**src/rtl/cla_pkg.sv**
```systemverilog
`default_nettype none
// ============================================================================
//  Module   : cla_pkg
//  Brief    : Shared helpers and control record for the pipelined CLA adder.
//  Revision : 1.0 - initial release
// ============================================================================
package cla_pkg;

    // Control half of a pipeline stage record; the operand and partial-sum
    // fields depend on WIDTH and are added by the top level.
    typedef struct packed {
        logic valid;
        logic carry;
    } cla_ctrl_t;

    // Stage count for a WIDTH-bit operand split into BLOCK-bit groups.
    // A degenerate BLOCK yields 1 so that elaboration reaches the static check.
    function automatic int cla_nstg(input int width, input int block);
        return (block < 1) ? 1 : (width / block);
    endfunction

endpackage
`default_nettype wire

```
**src/rtl/cla_group.sv**
```systemverilog
`default_nettype none
// ============================================================================
//  Module   : cla_group
//  Brief    : Combinational BLOCK-bit carry-lookahead slice with group G/P.
//  Revision : 1.0 - initial release
// ============================================================================
module cla_group #(
    parameter int BLOCK = 4
) (
    input  logic [BLOCK-1:0] a,
    input  logic [BLOCK-1:0] b,
    input  logic             c_in,
    output logic [BLOCK-1:0] s,
    output logic             c_out,
    output logic             g,
    output logic             p
);

    logic [BLOCK-1:0] w_gen;
    logic [BLOCK-1:0] w_prop;
    logic [BLOCK:0]   w_c;
    logic             w_grp_g;
    logic             w_grp_p;

    assign w_gen  = a & b;
    assign w_prop = a ^ b;

    // Each carry is a flat sum of products over the lower bits, so no carry
    // depends on another carry inside the slice.
    always_comb begin
        logic w_run;
        logic w_acc;
        w_c     = '0;
        w_c[0]  = c_in;
        w_run   = 1'b1;
        w_acc   = 1'b0;
        w_grp_g = 1'b0;
        w_grp_p = 1'b0;
        for (int i = 0; i < BLOCK; i++) begin
            w_run = 1'b1;
            w_acc = 1'b0;
            for (int j = i; j >= 0; j--) begin
                w_acc = w_acc | (w_gen[j] & w_run);
                w_run = w_run & w_prop[j];
            end
            w_c[i+1] = w_acc | (w_run & c_in);
        end
        w_grp_g = w_acc;
        w_grp_p = w_run;
    end

    assign s     = w_prop ^ w_c[BLOCK-1:0];
    assign c_out = w_c[BLOCK];
    assign g     = w_grp_g;
    assign p     = w_grp_p;

endmodule
`default_nettype wire

```
**src/rtl/cla_pipe_addsub.sv**
```systemverilog
`default_nettype none
// ============================================================================
//  Module   : cla_pipe_addsub
//  Brief    : Skewed-pipeline carry-lookahead adder/subtractor, valid/ready
//             on both sides. Define CLA_PIPE_OVF_EN to add the ovf output.
//  Revision : 1.0 - initial release
// ============================================================================
module cla_pipe_addsub
    import cla_pkg::*;
#(
    parameter int WIDTH = 16,
    parameter int BLOCK = 4
) (
    input  logic             clk,
    input  logic             rst,
    input  logic             in_valid,
    output logic             in_ready,
    input  logic [WIDTH-1:0] a,
    input  logic [WIDTH-1:0] b,
    input  logic             cin,
    input  logic             sub,
    output logic             out_valid,
    input  logic             out_ready,
    output logic [WIDTH-1:0] sum,
    output logic             cout
`ifdef CLA_PIPE_OVF_EN
    ,
    output logic             ovf
`endif
);

    localparam int NSTG = cla_nstg(WIDTH, BLOCK);

    if (BLOCK < 1) begin : g_bad_block
        $error("cla_pipe_addsub: BLOCK must be at least 1");
    end else if ((WIDTH % BLOCK) != 0) begin : g_bad_width
        $error("cla_pipe_addsub: WIDTH must be a multiple of BLOCK");
    end

    typedef struct packed {
        cla_ctrl_t        ctrl;
        logic [WIDTH-1:0] sum;
        logic [WIDTH-1:0] a;
        logic [WIDTH-1:0] bx;
    } stage_t;

    // Entry 0 holds the conditioned input beat; entry k+1 holds the result of
    // lookahead group k. Entry NSTG drives the outputs.
    stage_t r_stg [NSTG+1];
    stage_t w_nxt [NSTG+1];

    logic             w_advance;
    logic [WIDTH-1:0] w_bx;
    logic             w_c0;

    assign w_advance = ~r_stg[NSTG].ctrl.valid | out_ready;
    assign in_ready  = w_advance;

    assign w_bx     = sub ? ~b : b;
    assign w_c0     = sub ? 1'b1 : cin;
    assign w_nxt[0] = {in_valid, w_c0, {WIDTH{1'b0}}, a, w_bx};

    for (genvar k = 0; k < NSTG; k++) begin : g_stage
        localparam int               c_lsb        = k * BLOCK;
        localparam logic [WIDTH-1:0] c_slice_mask = WIDTH'({BLOCK{1'b1}}) << c_lsb;
        localparam logic [WIDTH-1:0] c_upper_mask = {WIDTH{1'b1}} << (c_lsb + BLOCK);

        logic [BLOCK-1:0] w_s;
        logic             w_co;
        logic             w_gg;
        logic             w_gp;

        cla_group #(
            .BLOCK (BLOCK)
        ) u_group (
            .a     (r_stg[k].a[c_lsb +: BLOCK]),
            .b     (r_stg[k].bx[c_lsb +: BLOCK]),
            .c_in  (r_stg[k].ctrl.carry),
            .s     (w_s),
            .c_out (w_co),
            .g     (w_gg),
            .p     (w_gp)
        );

        // Group G/P exist for wider lookahead trees; this pipeline only
        // needs the slice carry-out.
        logic w_unused_gp;
        assign w_unused_gp = w_gg ^ w_gp;

        // Consumed operand slices are dropped so only upper groups travel on.
        assign w_nxt[k+1] = {r_stg[k].ctrl.valid,
                             w_co,
                             (r_stg[k].sum & ~c_slice_mask) | (WIDTH'(w_s) << c_lsb),
                             r_stg[k].a  & c_upper_mask,
                             r_stg[k].bx & c_upper_mask};
    end

    always_ff @(posedge clk) begin
        if (rst) begin
            for (int k = 0; k <= NSTG; k++) begin
                r_stg[k] <= '0;
            end
        end else if (w_advance) begin
            for (int k = 0; k <= NSTG; k++) begin
                r_stg[k] <= w_nxt[k];
            end
        end
    end

    assign out_valid = r_stg[NSTG].ctrl.valid;
    assign sum       = r_stg[NSTG].sum;
    assign cout      = r_stg[NSTG].ctrl.carry;

`ifdef CLA_PIPE_OVF_EN
    logic r_ovf;
    logic w_c_msb;

    // Carry into the MSB is recovered from the MSB sum bit and its operands.
    assign w_c_msb = w_nxt[NSTG].sum[WIDTH-1] ^ r_stg[NSTG-1].a[WIDTH-1]
                   ^ r_stg[NSTG-1].bx[WIDTH-1];

    always_ff @(posedge clk) begin
        if (rst) begin
            r_ovf <= 1'b0;
        end else if (w_advance) begin
            r_ovf <= w_c_msb ^ w_nxt[NSTG].ctrl.carry;
        end
    end

    assign ovf = r_ovf;
`endif

endmodule
`default_nettype wire

```
**config.mk**
```make
export PLATFORM = sky130hd
export DESIGN_NAME = cla_pipe_addsub
export DESIGN_NICKNAME = d
export VERILOG_FILES = /design/src/rtl/cla_pkg.sv /design/src/rtl/cla_group.sv /design/src/rtl/cla_pipe_addsub.sv
export SDC_FILE = /design/constraint.sdc
export NUM_CORES = 1
export LEC_CHECK = 0
export ABC_AREA = 0
export BUFFER_PORTS_ARGS = -buffer_cell sky130_fd_sc_hd__buf_2
export CORE_MARGIN = 5
export CORE_UTILIZATION = 45
export DETAILED_ROUTE_END_ITERATION = 6
export PLACE_DENSITY = 0.68
export SLEW_MARGIN = 20
export SYNTH_ARGS = -nofsm -noshare
export SYNTH_HDL_FRONTEND = slang
export SYNTH_SLANG_ARGS = --single-unit
```
**constraint.sdc**
```tcl
create_clock -name clk -period 4.3 [get_ports clk]
set_clock_uncertainty 0.1 [all_clocks]
set_input_delay 0.43 -clock clk [delete_from_list [all_inputs] [get_ports clk]]
set_output_delay 0.43 -clock clk [all_outputs]
set_load 0.01 [all_outputs]
```
# Yosys cells after proc, flatten, opt, wreduce, memory -nomap -nowiden
# Memory sizes are Yosys's and may differ from the RTL's.
# Cells that the tools add are included.
# Widths: inputs -> output; s select.
[op_classes]
addsub = 0
multipliers = 0
n_div = 0
n_lt_le_gt_ge = 0
eq_ne = 0
shift = 0
n_mux = 12
bitwise_logic = 128
n_reduce_logical = 0
[ops]
columns = ["op", "n"]
rows = [
  ["$mux 50", 5],
  ["$and 1x1->1", 64],
  ["$or 1x1->1", 46],
  ["$xor 4x4->4", 8],
  ["$and 4x4->4", 4],
  ["$mux 16", 1],
  ["$not 16->16", 1],
  ["$or 12x16->16", 1],
  ["$or 16x12->16", 1],
  ["$or 16x4->16", 1],
  ["$or 16x8->16", 1],
  ["$mux 1", 6],
  ["$not 1->1", 1],
]
[totals]
ff_bits = 0
latchBits = 0
ram_bits = 250
romBits = 0
in_bits = 38
output_inout_bits = 19
word_cells = 141
mem_count = 1
[memory_table]
columns = ["memory", "depth", "width", "rd", "rd_clocked_by_memory_dff", "wr", "line_no", "text"]
rows = [
  ["r_stg", 5, 50, 5, 0, 5, "cla_pipe_addsub.sv:49", "stage_t r_stg [NSTG+1];"],
]

# Depth between registers and ports, before layout
# An unclocked memory read counts as a cell.
[depth]
ltp_word = 9
ltp_mapped = 6
depth_no_buf = 4

# Cells and area by module
# Synthesis repeated with hierarchy kept, for this count alone.
[hier_totals]
cells_unflattened = 400
hier_area_um2 = 6363.6
[modules_own_cells]
columns = ["mod", "n_inst", "cells_per_inst", "area_per_inst_um2", "seq_area_each_um2"]
rows = [
  ["cla_pipe_addsub", 1, 312, 5640.4, 3903.7],
  ["cla_group (g_stage[0].u_group ...)", 2, 22, 186.4, 0.0],
  ["cla_group (g_stage[2].u_group)", 1, 26, 182.7, 0.0],
  ["cla_group (g_stage[3].u_group)", 1, 18, 167.7, 0.0],
]

# Worst setup path after synthesis
# No wires, ideal clock.
[synth_timing]
kind = "reg2reg"
startpoint = "mem r_stg[0][249] (netlist name)"
endpoint = "mem r_stg[0][0] (netlist name), enable pin"
setup_ns = 0.511
arrival_ns = 3.922
t_required_ns = 3.689
slack_ns = -0.234
path_stages_with_launch = 5
n_path_buf = 2
synth_period_minus_slack_ns = 4.534
path_cell_list = "edfxtp_1 > nand2b_4 > buf_6 > buf_12 > nand2b_1"
[synth_lines]
columns = ["item", "line_no"]
rows = [
  ["start, declared", "cla_pipe_addsub.sv:49"],
]

==> summary.md <==
| Metric | Value |
|---|---|
| Final setup fails | 0 |
| Period utilization | 62.1% |
| Final Non-Filler Cells | 606 |
| Crit path time final | 2.67 ns |
| Rows | 41 |
| Post-cts gate resize count | 0 |
| Vias in the first global route | 3005 |
| Post-DP HPWL | 4.88 mm |
| Crit Path Class | register to register |
| Max-cap violations | 0 |
| Core Box Area | 0.0125 mm2 |
| Net switching power figure | 561 uW |
| Antenna violations before repair | 0 |
| Crit start category | register |
| Worst skew pair latency | 0.40 ns |
| Initial DRC count | 195 |
| CTS tree | done |
| Total Nets Final | 481 |
| Syn_nets | 446 |
| Biggest register | r_stg |
| Initial Util | 45.7% |
| Status | finished, final reports clean |
| Fin. max-slew vios | 0 |
| Die H | 123 um |
| Clock sink count | 130 |
| Pre-antenna DRT Iters | 4 |
| RSZ-0062 raised after global routing | false |
| Largest regs | r_stg x130 |
| Cell Int Power | 2.37 mW |
| Async S/R FF share, synth | 0% |
| Drt drc | 0 |
| H-tree Lvls | 4 |
| Logic pwr share | 5.0% |
| EDFF count, synth | 130 |
| All-Layer GR Usage | 12.1% |
| Die width | 123 um |
| Root buf cell | clkbuf_16 |
| Yosys reg bits | 130 |
| Longest Clk Path Bufs | 2 |
| Layout Area Growth over Synthesis | 13.5% |
| Worst Setup End Kind | register |
| Port Buf Inserts | 56 |
| Sequential fraction of design power | 50.6% |
| Setup Total Neg Slack | 0 ns |
| Dpl cells | 576 |
| Die ar. | 0.0151 mm2 |
| Yosys warns | 0 |
| ANT cells | 0 |
| Fin. Hold Viols | 0 |
| Via count | 2940 |
| Static leakage | 3.07 nW |
| Largest net degree at the start of global routing | 108 |
| Worst path required time | 4.26 ns |
| Max Clock Freq | 375 MHz |
| Cts bufs inserted | 17 |
| Avg Synthesized Cell Area | 14.7 um2 |
| WL/cell | 13.7 um |
| Routed Wire Length | 8.32 mm |
| Post-Syn Instances | 388 |
| Cts hold-fix bufs | 0 |
| Post-synth top flop | edfxtp_1 |
| Via-to-Cell Ratio | 4.85 |
| Share of total power in the clock network | 44.4% |
| Setup bufs post-CTS | 0 |
| Actual slew at the worst max-slew pin | 0.889 ns |
| IO Pins | 57 |
| Hold WC Path Type | primary input to register |
| Synthesized area | 0.00572 mm2 |
| Number of flip-flops in the largest register | 130 |
| Sequential area share after synthesis | 68.2% |
| Pwr/cell area | 452 mW/mm2 |
| Netlist cell types | 29 |
| Antenna viol nets, final | 0 |
| Slew HR | 40.8% |
| Global-route wire length before repair | 14.1 mm |
| Switching power share of the total | 19.2% |
| CP arrival | 2.63 ns |
| Peak supply drop | 0.220 mV |
| GR Overflow Total | 0 |
| Layout cells sized above 1 | 21.0% |
| RePlAce Congestion | 0.716 |
| CP max FO | 107 |
| Reg clk slew, reported paths | 0.05 ns |
[synth_stat cells (5+ instances only)]
library cell | number | area, um2
a211oi_1 | 8 | 60.1
inv_1 | 7 | 26.3
xnor2_1 | 18 | 158
nor2_1 | 28 | 105
buf_6 | 6 | 67.6
buf_4 | 17 | 128
and3_1 | 95 | 594
edfxtp_1 | 130 | 3900
ha_1 | 16 | 200
buf_2 | 5 | 25.0
clkbuf_1 | 11 | 41.3
nand3_1 | 5 | 25.0
[final timing paths]
path / start / end / slack (ns) / depth (start not counted)
setup / recovery: r_stg[0][249] / r_stg[0][2] / 1.63 / 3
setup reg to reg: r_stg[0][249] / r_stg[0][2] / 1.63 / 3
hold reg to reg: r_stg[0][112] / r_stg[0][162] / 0.45 / 1
hold / removal: cin / r_stg[0][48] / 0.22 / 3
[placed cells by master, fill, tap and decap left out, types with 5 or more instances in the layout]
master and n:
edfxtp_1 130, and3_1 95, buf_2 56, nor2_1 28, xnor2_1 18, clkbuf_16 17, ha_1 16, a211oi_1 8
inv_1 7, nand3_1 5
[metrics by stage]
stage,hold slack [ns],power (mW),utilization [%],worst slack [ns],cell area [um2]
finish,0.220,2.93,51.9,1.63,6490
global route,0.222,3.04,51.9,1.44,6490
CTS,0.204,2.96,51.9,1.60,6490
detailed placement,0.436,1.66,47.6,1.51,5960
global placement,0.432,1.65,47.6,1.61,5960
floorplan,0.428,1.62,-,1.29,5720
[critical path, stage by stage, from the launching register on]
cell and delay, ns:
edfxtp_1 0.43, nand2b_4 0.67, nand2b_4 0.62, buf_4 0.47
[metal layers]
metal  wire length [um]  vias up  global-route usage (%)
met5                  0        -                       0
met4                157        0                    6.09
met3                422       14                    4.06
met2               3890       68                    18.0
met1               3850     1359                    16.0
li1                   -     1499                       -
[cell type report]
class,count,area [um2]
sequential,130,3900
multi-input combinational,207,1500
clock inverter,9,91.3
inverter,8,30.0
clock buffer,21,440
fill,1062,6030
timing repair buffer,59,315
tap,172,215
[power by group through the flow]
| stage | Clock (mW) | Combinational [mW] | Sequential (mW) |
|---|---|---|---|
| after global placement | 0 | 0.142 | 1.51 |
| after floorplan | 0 | 0.116 | 1.50 |
| after CTS | 1.33 | 0.150 | 1.48 |
| final | 1.30 | 0.147 | 1.48 |
| after global routing | 1.38 | 0.168 | 1.49 |
| after detailed placement | 0 | 0.148 | 1.51 |
[kinds of logic (layout without fill, tap and decap cells)]
family,Yosys count,count (layout),synth area share (%)
flip-flops,130,130,68.2
AND/OR/NAND/NOR,139,139,14.1
adder cells (fa/ha/maj),20,20,4.90
AO/OA/AOI/OAI,24,24,3.24
XOR/XNOR,20,20,3.06
multiplexers,4,4,0.700
buffers and inverters,51,97,5.75
No activity file was read; power rests on OpenSTA's default activity.
